File: src/rtl/icache_pkg.sv
// Shared definitions for the instruction cache slice.
//   icacheState_t          : refill controller state (IDLE / REFILL)
//   ICACHE_NUM_LINES       : default number of direct-mapped lines
//   ICACHE_WORDS_PER_LINE  : default number of 32-bit words per line
package icache_pkg;

    typedef enum logic {
        IDLE   = 1'b0,
        REFILL = 1'b1
    } icacheState_t;

    localparam int unsigned ICACHE_NUM_LINES      = 16;
    localparam int unsigned ICACHE_WORDS_PER_LINE = 4;

endpackage

File: src/rtl/icache_data_array.sv
// Instruction cache data storage, one 32-bit word per (line, word) slot.
//   clk     : write clock
//   wrEn    : write one word on the rising edge
//   wrIndex : line being written
//   wrWord  : word within the line being written
//   wrData  : word value
//   rdIndex : line being read (asynchronous)
//   rdWord  : word within the line being read
//   rdData  : word at (rdIndex, rdWord)
// Contents are not reset; validity is tracked by the owner.
module icache_data_array
    import icache_pkg::*;
#(
    parameter int unsigned NUM_LINES      = ICACHE_NUM_LINES,
    parameter int unsigned WORDS_PER_LINE = ICACHE_WORDS_PER_LINE
) (
    input  logic                              clk,
    input  logic                              wrEn,
    input  logic [$clog2(NUM_LINES)-1:0]      wrIndex,
    input  logic [$clog2(WORDS_PER_LINE)-1:0] wrWord,
    input  logic [31:0]                       wrData,
    input  logic [$clog2(NUM_LINES)-1:0]      rdIndex,
    input  logic [$clog2(WORDS_PER_LINE)-1:0] rdWord,
    output logic [31:0]                       rdData
);

    logic [31:0] words [NUM_LINES][WORDS_PER_LINE];

    always_ff @(posedge clk) begin
        if (wrEn) begin
            words[wrIndex][wrWord] <= wrData;
        end
    end

    assign rdData = words[rdIndex][rdWord];

endmodule

File: src/rtl/instr_cache.sv
// Direct-mapped, read-only instruction cache with a blocking line refill.
//   clk       : clock, all state on the rising edge
//   rst       : synchronous active-high reset
//   cpu_req   : fetch request at cpu_addr
//   cpu_addr  : byte address of the fetch (bits [1:0] ignored)
//   cpu_instr : fetched word, valid when cpu_req=1 and cpu_stall=0
//   cpu_stall : hold PC and IF/ID
//   flush     : invalidate all lines (fence.i)
//   mem_req   : refill in progress, request to backing memory
//   mem_addr  : line-aligned refill base address
//   mem_valid : one refill beat present on mem_rdata
//   mem_rdata : refill beat, ascending word order
// Tag/valid storage and the refill FSM live here; words live in
// icache_data_array.
module instr_cache
    import icache_pkg::*;
#(
    parameter int unsigned NUM_LINES      = ICACHE_NUM_LINES,
    parameter int unsigned WORDS_PER_LINE = ICACHE_WORDS_PER_LINE
) (
    input  logic        clk,
    input  logic        rst,
    input  logic        cpu_req,
    input  logic [31:0] cpu_addr,
    output logic [31:0] cpu_instr,
    output logic        cpu_stall,
    input  logic        flush,
    output logic        mem_req,
    output logic [31:0] mem_addr,
    input  logic        mem_valid,
    input  logic [31:0] mem_rdata
);

    localparam int unsigned OFF_W  = $clog2(WORDS_PER_LINE);
    localparam int unsigned IDX_W  = $clog2(NUM_LINES);
    localparam int unsigned LINE_W = 32 - 2 - OFF_W;
    localparam int unsigned TAG_W  = LINE_W - IDX_W;

    icacheState_t         state;
    logic [LINE_W-1:0]    missLine;
    logic [OFF_W-1:0]     beatCnt;
    logic                 flushPending;
    logic [NUM_LINES-1:0] lineValid;
    logic [TAG_W-1:0]     tagArr [NUM_LINES];

    logic [OFF_W-1:0] reqOffset;
    logic [IDX_W-1:0] reqIndex;
    logic [TAG_W-1:0] reqTag;
    logic [IDX_W-1:0] missIndex;
    logic [TAG_W-1:0] missTag;
    logic             lookupHit;
    logic             beatWrite;
    logic             lastBeat;
    logic             unusedAddrBits;

    assign reqOffset = cpu_addr[2 +: OFF_W];
    assign reqIndex  = cpu_addr[2 + OFF_W +: IDX_W];
    assign reqTag    = cpu_addr[31 -: TAG_W];
    assign missIndex = missLine[IDX_W-1:0];
    assign missTag   = missLine[LINE_W-1:IDX_W];
    assign unusedAddrBits = ^cpu_addr[1:0];

    assign lookupHit = (state == IDLE) && cpu_req && lineValid[reqIndex]
                       && (tagArr[reqIndex] == reqTag);
    assign beatWrite = (state == REFILL) && mem_valid;
    assign lastBeat  = beatWrite && (beatCnt == OFF_W'(WORDS_PER_LINE - 1));

    assign cpu_stall = (state == REFILL) || (cpu_req && !lookupHit);
    assign mem_req   = (state == REFILL);
    assign mem_addr  = {missLine, {(2 + OFF_W){1'b0}}};

    always_ff @(posedge clk) begin
        if (rst) begin
            state        <= IDLE;
            lineValid    <= '0;
            flushPending <= 1'b0;
            beatCnt      <= '0;
        end else begin
            case (state)
                IDLE: begin
                    // Lookup above already used the pre-flush valid bits.
                    if (flush) begin
                        lineValid <= '0;
                    end
                    if (cpu_req && !lookupHit) begin
                        missLine <= cpu_addr[31:2 + OFF_W];
                        state    <= REFILL;
                    end
                end
                REFILL: begin
                    if (flush) begin
                        flushPending <= 1'b1;
                    end
                    if (mem_valid) begin
                        beatCnt <= beatCnt + 1'b1;
                    end
                    if (lastBeat) begin
                        state        <= IDLE;
                        beatCnt      <= '0;
                        flushPending <= 1'b0;
                        // A flush seen on the final edge counts as pending too.
                        if (flushPending || flush) begin
                            lineValid <= '0;
                        end else begin
                            lineValid[missIndex] <= 1'b1;
                        end
                    end
                end
                default: state <= IDLE;
            endcase
        end
    end

    always_ff @(posedge clk) begin
        if (lastBeat && !rst) begin
            tagArr[missIndex] <= missTag;
        end
    end

    icache_data_array #(
        .NUM_LINES      (NUM_LINES),
        .WORDS_PER_LINE (WORDS_PER_LINE)
    ) dataArray (
        .clk     (clk),
        .wrEn    (beatWrite),
        .wrIndex (missIndex),
        .wrWord  (beatCnt),
        .wrData  (mem_rdata),
        .rdIndex (reqIndex),
        .rdWord  (reqOffset),
        .rdData  (cpu_instr)
    );

endmodule

File: config.mk
export PLATFORM = sky130hd
export DESIGN_NAME = instr_cache
export DESIGN_NICKNAME = d
export VERILOG_FILES = /design/src/rtl/icache_pkg.sv /design/src/rtl/icache_data_array.sv /design/src/rtl/instr_cache.sv
export SDC_FILE = /design/constraint.sdc
export NUM_CORES = 2
export LEC_CHECK = 0
export CORE_ASPECT_RATIO = 0.5
export CORE_UTILIZATION = 50
export DETAILED_ROUTE_END_ITERATION = 12
export PLACE_DENSITY = 0.69
export SLEW_MARGIN = 20
export SYNTH_ARGS = -nofsm -noshare
export SYNTH_HDL_FRONTEND = slang
export SYNTH_HIERARCHICAL = 1
export SYNTH_SLANG_ARGS = --single-unit
File: constraint.sdc
create_clock -name clk -period 9.44 [get_ports clk]
set_clock_uncertainty 0.15 [all_clocks]
set_input_delay 2.832 -clock clk [delete_from_list [all_inputs] [get_ports clk]]
set_output_delay 2.832 -clock clk [all_outputs]
set_load 0.02 [all_outputs]
After elaboration in Yosys (flattened, before gate mapping)

Memories as Yosys holds them, arrays and structs flattened.
Index checks and enable logic that the tools add are counted.

Add/subtract/negate cells: 1
Multiply operators: 0
Divide/modulo/power cells: 0
Magnitude comparators: 6
Equality and inequality tests: 4
Shifts and indexed selects: 0
Muxes and demuxes: 24
Bitwise logic cells: 5
Reduce and logical (&&, ||, !) cells: 19

Operators by type and width:

| cell                                                                                | number |
|---|---|
| 128-bit 2-to-1 mux                                                                  | 1 |
| 32-bit 2-to-1 mux                                                                   | 3 |
| 32-bit binary-select mux with 2-bit select                                          | 1 |
| 32-bit demux with 2-bit select                                                      | 1 |
| 16-bit 2-to-1 mux                                                                   | 3 |
| 16-bit case mux with 2 select lines                                                 | 1 |
| 24-bit == test                                                                      | 1 |
| 16-bit OR                                                                           | 1 |
| 4-bit by 5-bit less-than comparator with 1-bit output, second input constant        | 2 |
| 1-bit logical AND                                                                   | 9 |
| 1-bit 2-to-1 mux                                                                    | 9 |
| 3-bit greater-or-equal comparator, second input constant                            | 2 |
| 2-bit NOT with 3-bit output                                                         | 2 |
| 2-bit AND reduction                                                                 | 3 |
| 1-bit binary-select mux with 4-bit select                                           | 1 |
| 1-bit demux with 4-bit select                                                       | 1 |
| 4-bit by 1-bit greater-or-equal comparator with 1-bit output, second input constant | 1 |
| 2-bit 2-to-1 mux                                                                    | 2 |
| 2-bit nonzero test                                                                  | 2 |
| 3-bit by 1-bit less-than comparator with 1-bit output, second input constant        | 1 |
| 3-bit AND reduction                                                                 | 1 |
| 2-bit by 1-bit adder with 2-bit output, second input constant                       | 1 |
| 2-bit == test, second input constant                                                | 1 |
| 1-bit logical NOT                                                                   | 2 |
| other kinds (5)                                                                     | 7 |

Bits in registers: 48
Bits in latches: 0
RAM bits: 2432
ROM bits: 0
Input bits: 69
Output and inout bits: 66
Word-level logic and storage cells: 66
Memories: 2

Memories:

| name            | words | width | read ports | clocked after Yosys merged registers in | write ports | line                    | RTL |
|---|---|---|---|---|---|---|---|
| dataArray.words | 16    | 128   | 1          | 0                                       | 1           | icache_data_array.sv:27 | `logic [31:0] words [NUM_LINES][WORDS_PER_LINE];` |
| tagArr          | 16    | 24    | 1          | 0                                       | 1           | instr_cache.sv:44       | `logic [TAG_W-1:0] tagArr [NUM_LINES];` |

Depth between registers and ports, before layout

Depth in word-level cells: 8
Depth in mapped cells: 12
Depth with buffers taken out: 8

By module

The synthesis kept the hierarchy.

Modules (own cells, without submodules):

| module            | times used | cells each | area an instance (sq um) | sequential area each (sq um) |
|---|---|---|---|---|
| icache_data_array | 1          | 3348       | 77635.7                  | 61499.0 |
| instr_cache       | 1          | 912        | 17270.3                  | 12772.2 |

Worst setup path after synthesis

OpenSTA, ideal clock, no wires.

Kind: input -> register
Start: input cpu_addr[6]
End: register missLine[0], enable pin
Library setup time: 0.494 ns
Data arrival time: 7.360 ns
Required time: 8.796 ns
Path slack: 1.437 ns
Stages on the path: 11
Path buffers: 3
Cells stage by stage: buf_4 buf_4 buf_2 mux4_2 mux2i_1 xnor2_1 nor2_1 a41o_1 nand3_1 nor4_1 nor4b_1

Cells in the longest elaborated chain, start to end: 7
Elaborated cells on any way between the ends: 9
Classes of those cells: eq/ne: 1; mux: 2; reduce/logical: 5; memory: 1

RTL lines:

| what                                                                       | line              | RTL |
|---|---|---|
| start: declaration                                                         | instr_cache.sv:24 | `input logic [31:0] cpu_addr,` |
| parallel branches: the longest is 3 deep, another holds memory 16 x 24 bit | n/a               |  |
| 1-bit logical AND *                                                        | instr_cache.sv:64 | `&& (tagArr[reqIndex] == reqTag);` |
| 1-bit logical NOT *                                                        | instr_cache.sv:85 | `if (cpu_req && !lookupHit) begin` |
| 1-bit logical AND *                                                        | instr_cache.sv:85 |  |
| 3-bit AND reduction (no line) *                                            | n/a               |  |
| end signal: assignment                                                     | instr_cache.sv:86 | `missLine <= cpu_addr[31:2 + OFF_W];` |
| end: declaration                                                           | instr_cache.sv:40 | `logic [LINE_W-1:0] missLine;` |

Every way passes the cells marked *. The select of a mux whose other input is x is not followed.
A chain may end at the register's enable or synchronous reset.

Worst setup path after layout

Start: input cpu_addr[4]
End: output cpu_stall

Cells in the longest elaborated chain, start to end: 7
Elaborated cells on any way between the ends: 9
Classes of those cells: eq/ne: 1; mux: 2; reduce/logical: 5; memory: 1

RTL lines:

| what                                                                       | line              | RTL |
|---|---|---|
| parallel branches: the longest is 3 deep, another holds memory 16 x 24 bit | n/a               |  |
| 1-bit logical AND *                                                        | instr_cache.sv:64 |  |
| 1-bit logical NOT *                                                        | instr_cache.sv:68 | `assign cpu_stall = (state == REFILL) \|\| (cpu_req && !lookupHit);` |
| 1-bit logical AND *                                                        | instr_cache.sv:68 |  |
| 1-bit logical OR *                                                         | instr_cache.sv:68 |  |
| end: declaration                                                           | instr_cache.sv:26 | `output logic cpu_stall,` |

Marks and branches as above.

==> impl_results.md <==
- Via count: between 40000 and 50000
- Vias in the first global route: 46000
- Die area: roughly 190000 um2
- H-tree Lvls: 4
- Via/cell ratio: around 6.3
- Area growth from synthesis to layout: 12.9%
- Ys flop type: edfxtp_1
- DP Worst Slack: 0.0266 ns
- Post-DP HPWL: 127000 um
- Share of the synthesized area in the top cell type: 0.778
- CP Data Required Time: 6.46 ns
- Largest net degree at the start of global routing: just under 90
- Setup CP Type: in -> out
- Clock buffer depth: 4
- CP Capture Type: output port
- Setup TNS: 0 ns
- Cell variety after synth: between 60 and 70
- Post-CTS Setup Bufs: 0
- CTS tree: yes
- Area leader, netlist: edfxtp_1
- Synthesized area per cell: 22.3 um2
- Worst skew pair latency: ~0.83 ns
- Ports: approximately 140
- Number of port buffers: 128
- Number of synthesized flops with an enable pin: 2460
- Max-slew headroom at the worst pin: 0.228
- Most common cell in the netlist: edfxtp_1
- Unrepaired setup endpoints after global routing: no
- Final hold violation count: 0
- Ys async rst share: 0
- Clock root cell: clkbuf_16
- Final worst path period share: 0.982
- Critical Path Fanout Max: 36
- Met1 Usage GRT: 0.338
- Tightest Pin Transition: 1.15 ns
- Hold depth: 2
- Drt drc: 0
- Critical path launch point: cpu_addr[4]
- CTS Sinks: around 2500
- Starting Density: 0.506
- Mapped Area: roughly 95000 um2
- M3 GR Usage: 0.0496
- Met2 GRT Util: 0.390
- Max cap viols: 0
- Status: complete, no violations
- Share of layout cells above drive strength 1: 0.264
- Hold Crit Class: reg -> reg
- # rows: 112
- Hold path start: lineValid[3]
- Busiest layer in global routing: met2
- Total gr overflow: 0
- Routed Wire Length: ~230000 um
- Antenna violations before repair: 9
- Post-synthesis sequential area ratio: 0.783
- Core footprint: 188000 um2
- Die Height: 310 um
- CTS buffer count: approximately 210
- Cell area after placement: 100000 um2
- CP arrival: ~6.3 ns
- Pleak: about 33 nW
- R2R cell count: 5
- Gate count after technology mapping: between 4000 and 5000
- Startpoint types: input pin
- WL/cell: about 32 um
- Final Worst Setup Slack: around 0.17 ns
- First-pass GRT wire length: between 300000 and 400000 um
- PwrDens: just over 200 nW/um2
- Reg-to-reg startpoint: mem_req
- Largest cells by area after synthesis: edfxtp_1 78%, mux4_2 13%, mux2i_1 1.5%, a22oi_1 1.1%, nor2_1 0.70%
- Worst vdd ir: ~0.15 mV
- Yosys warns: 6
- Worst-path clk slew: 0.07 ns
- ANT nets after route: 0
- Fin. max-slew vios: 0
- Commonest cells post-synth: 2460 x edfxtp_1, 561 x mux4_2, 178 x nor2_1
- Crit path time final: a little over 9 ns
- Max Clk Rate: about 110 MHz
- Total Power: 0.0217 W
- Die width: a little over 600 um
- Pre-antenna DRT Iters: 5
- GPL Wtd Cong: between 0.8 and 0.9
- Drt first-iter violations: between 5000 and 6000
- Synth Register Bits: ~2500
- Final nets: between 4000 and 5000
- Total global-route track usage: 0.242
- Post-Layout Inst Area: between 100000 and 150000 um2
- Finish-stage setup viols: 0
## metal layers
layer | part of all wire | wire length [um]
met1 | 0.39 | 91600
met4 | 0.030 | 6880
met3 | 0.096 | 22400
met2 | 0.48 | 112000
met5 | 0.00010 | 24
## critical path, cell delays in order
cell	delay [ns]
buf_8	0.37
buf_4	0.32
buf_4	0.17
nor2b_1	0.06
buf_4	0.16
a221oi_1	0.49
xnor2_1	0.18
o41ai_1	0.35
buf_4	0.21
nand4_1	0.09
o41a_1	0.41
clkdlybuf4s50_1	0.58
## path summary, 6_finish.rpt
| check | to | slack, ns |
|---|---|---|
| hold reg to reg | lineValid[3] | 0.33 |
| setup reg to reg | dataArray/words[4][120] | 5.52 |
| setup / recovery | cpu_stall | 0.17 |
| hold / removal | lineValid[3] | 0.33 |
## where the power goes
group,leakage [nW],total (W),switching (W),internal [W]
sequential,22.3,0.0121,0.0000236,0.0121
clock,3.24,0.00842,0.00386,0.00456
combinational,7.95,0.00117,0.000727,0.000439
total,33.5,0.0217,0.00461,0.0171
## flip-flops by register name, indices dropped and copies added (netlist names)
signal / flops
mem_req: 1
tagArr: 384
missLine: 28
beatCnt: 2
flushPending: 1
dataArray/words: 2048
lineValid: 16
## through the flow
step | hold WS, ns | utilization | std cells
after floorplan | 0.278 | - | 4263
after global placement | 0.292 | 0.535 | 6881
after detailed placement | 0.309 | 0.536 | 6883
after CTS | 0.325 | 0.571 | 7265
after global routing | 0.365 | 0.571 | 7268
final | 0.327 | 0.571 | 7268
## cell usage in the layout (no fill, tap or decap), types with 22 or more instances in the layout
master	n
buf_4	216
a22oi_1	136
clkdlybuf4s50_1	83
nor2_4	80
o221ai_1	28
mux4_2	561
a21oi_1	70
clkbuf_16	218
nand2_1	88
mux2i_1	144
clkbuf_1	37
nor2_1	97
clkinv_2	54
xnor2_1	26
mux2_2	34
edfxtp_1	2460
buf_12	22
o22ai_1	96
clkinv_1	44
## cell type report
| class | count | area, um2 |
|---|---|---|
| Fill cell | 13400 | 80400 |
| Sequential cell | 2480 | 74300 |
| Multi-Input combinational cell | 1547 | 20000 |
| Clock buffer | 260 | 5660 |
| Inverter | 8 | 30.0 |
| Tap cell | 2508 | 3140 |
| Clock inverter | 122 | 893 |
| Timing Repair Buffer | 342 | 3080 |
| Antenna cell | 1 | 2.50 |
## timing repair
action | 4_1_cts | 5_1_grt
hold buffers | 0 | 0
setup endpoints to repair | 0 | 3
gates resized for setup | 0 | 3
## cell families (layout without fill, tap and decap cells)
kind of cell | count (synthesis) | after routing | share of synthesized area
flip-flops | 2480 | 2480 | 0.783
multiplexers | 749 | 749 | 0.155
AO/OA/AOI/OAI | 390 | 390 | 0.0285
AND/OR/NAND/NOR | 365 | 365 | 0.0170
buffers and inverters | 236 | 732 | 0.0132
XOR/XNOR | 38 | 38 | 0.00351
adder cells (fa/ha/maj) | 1 | 1 | 0.000132
other | 1 | 5 | 0.0000395
(Power assumes the default switching activity.)
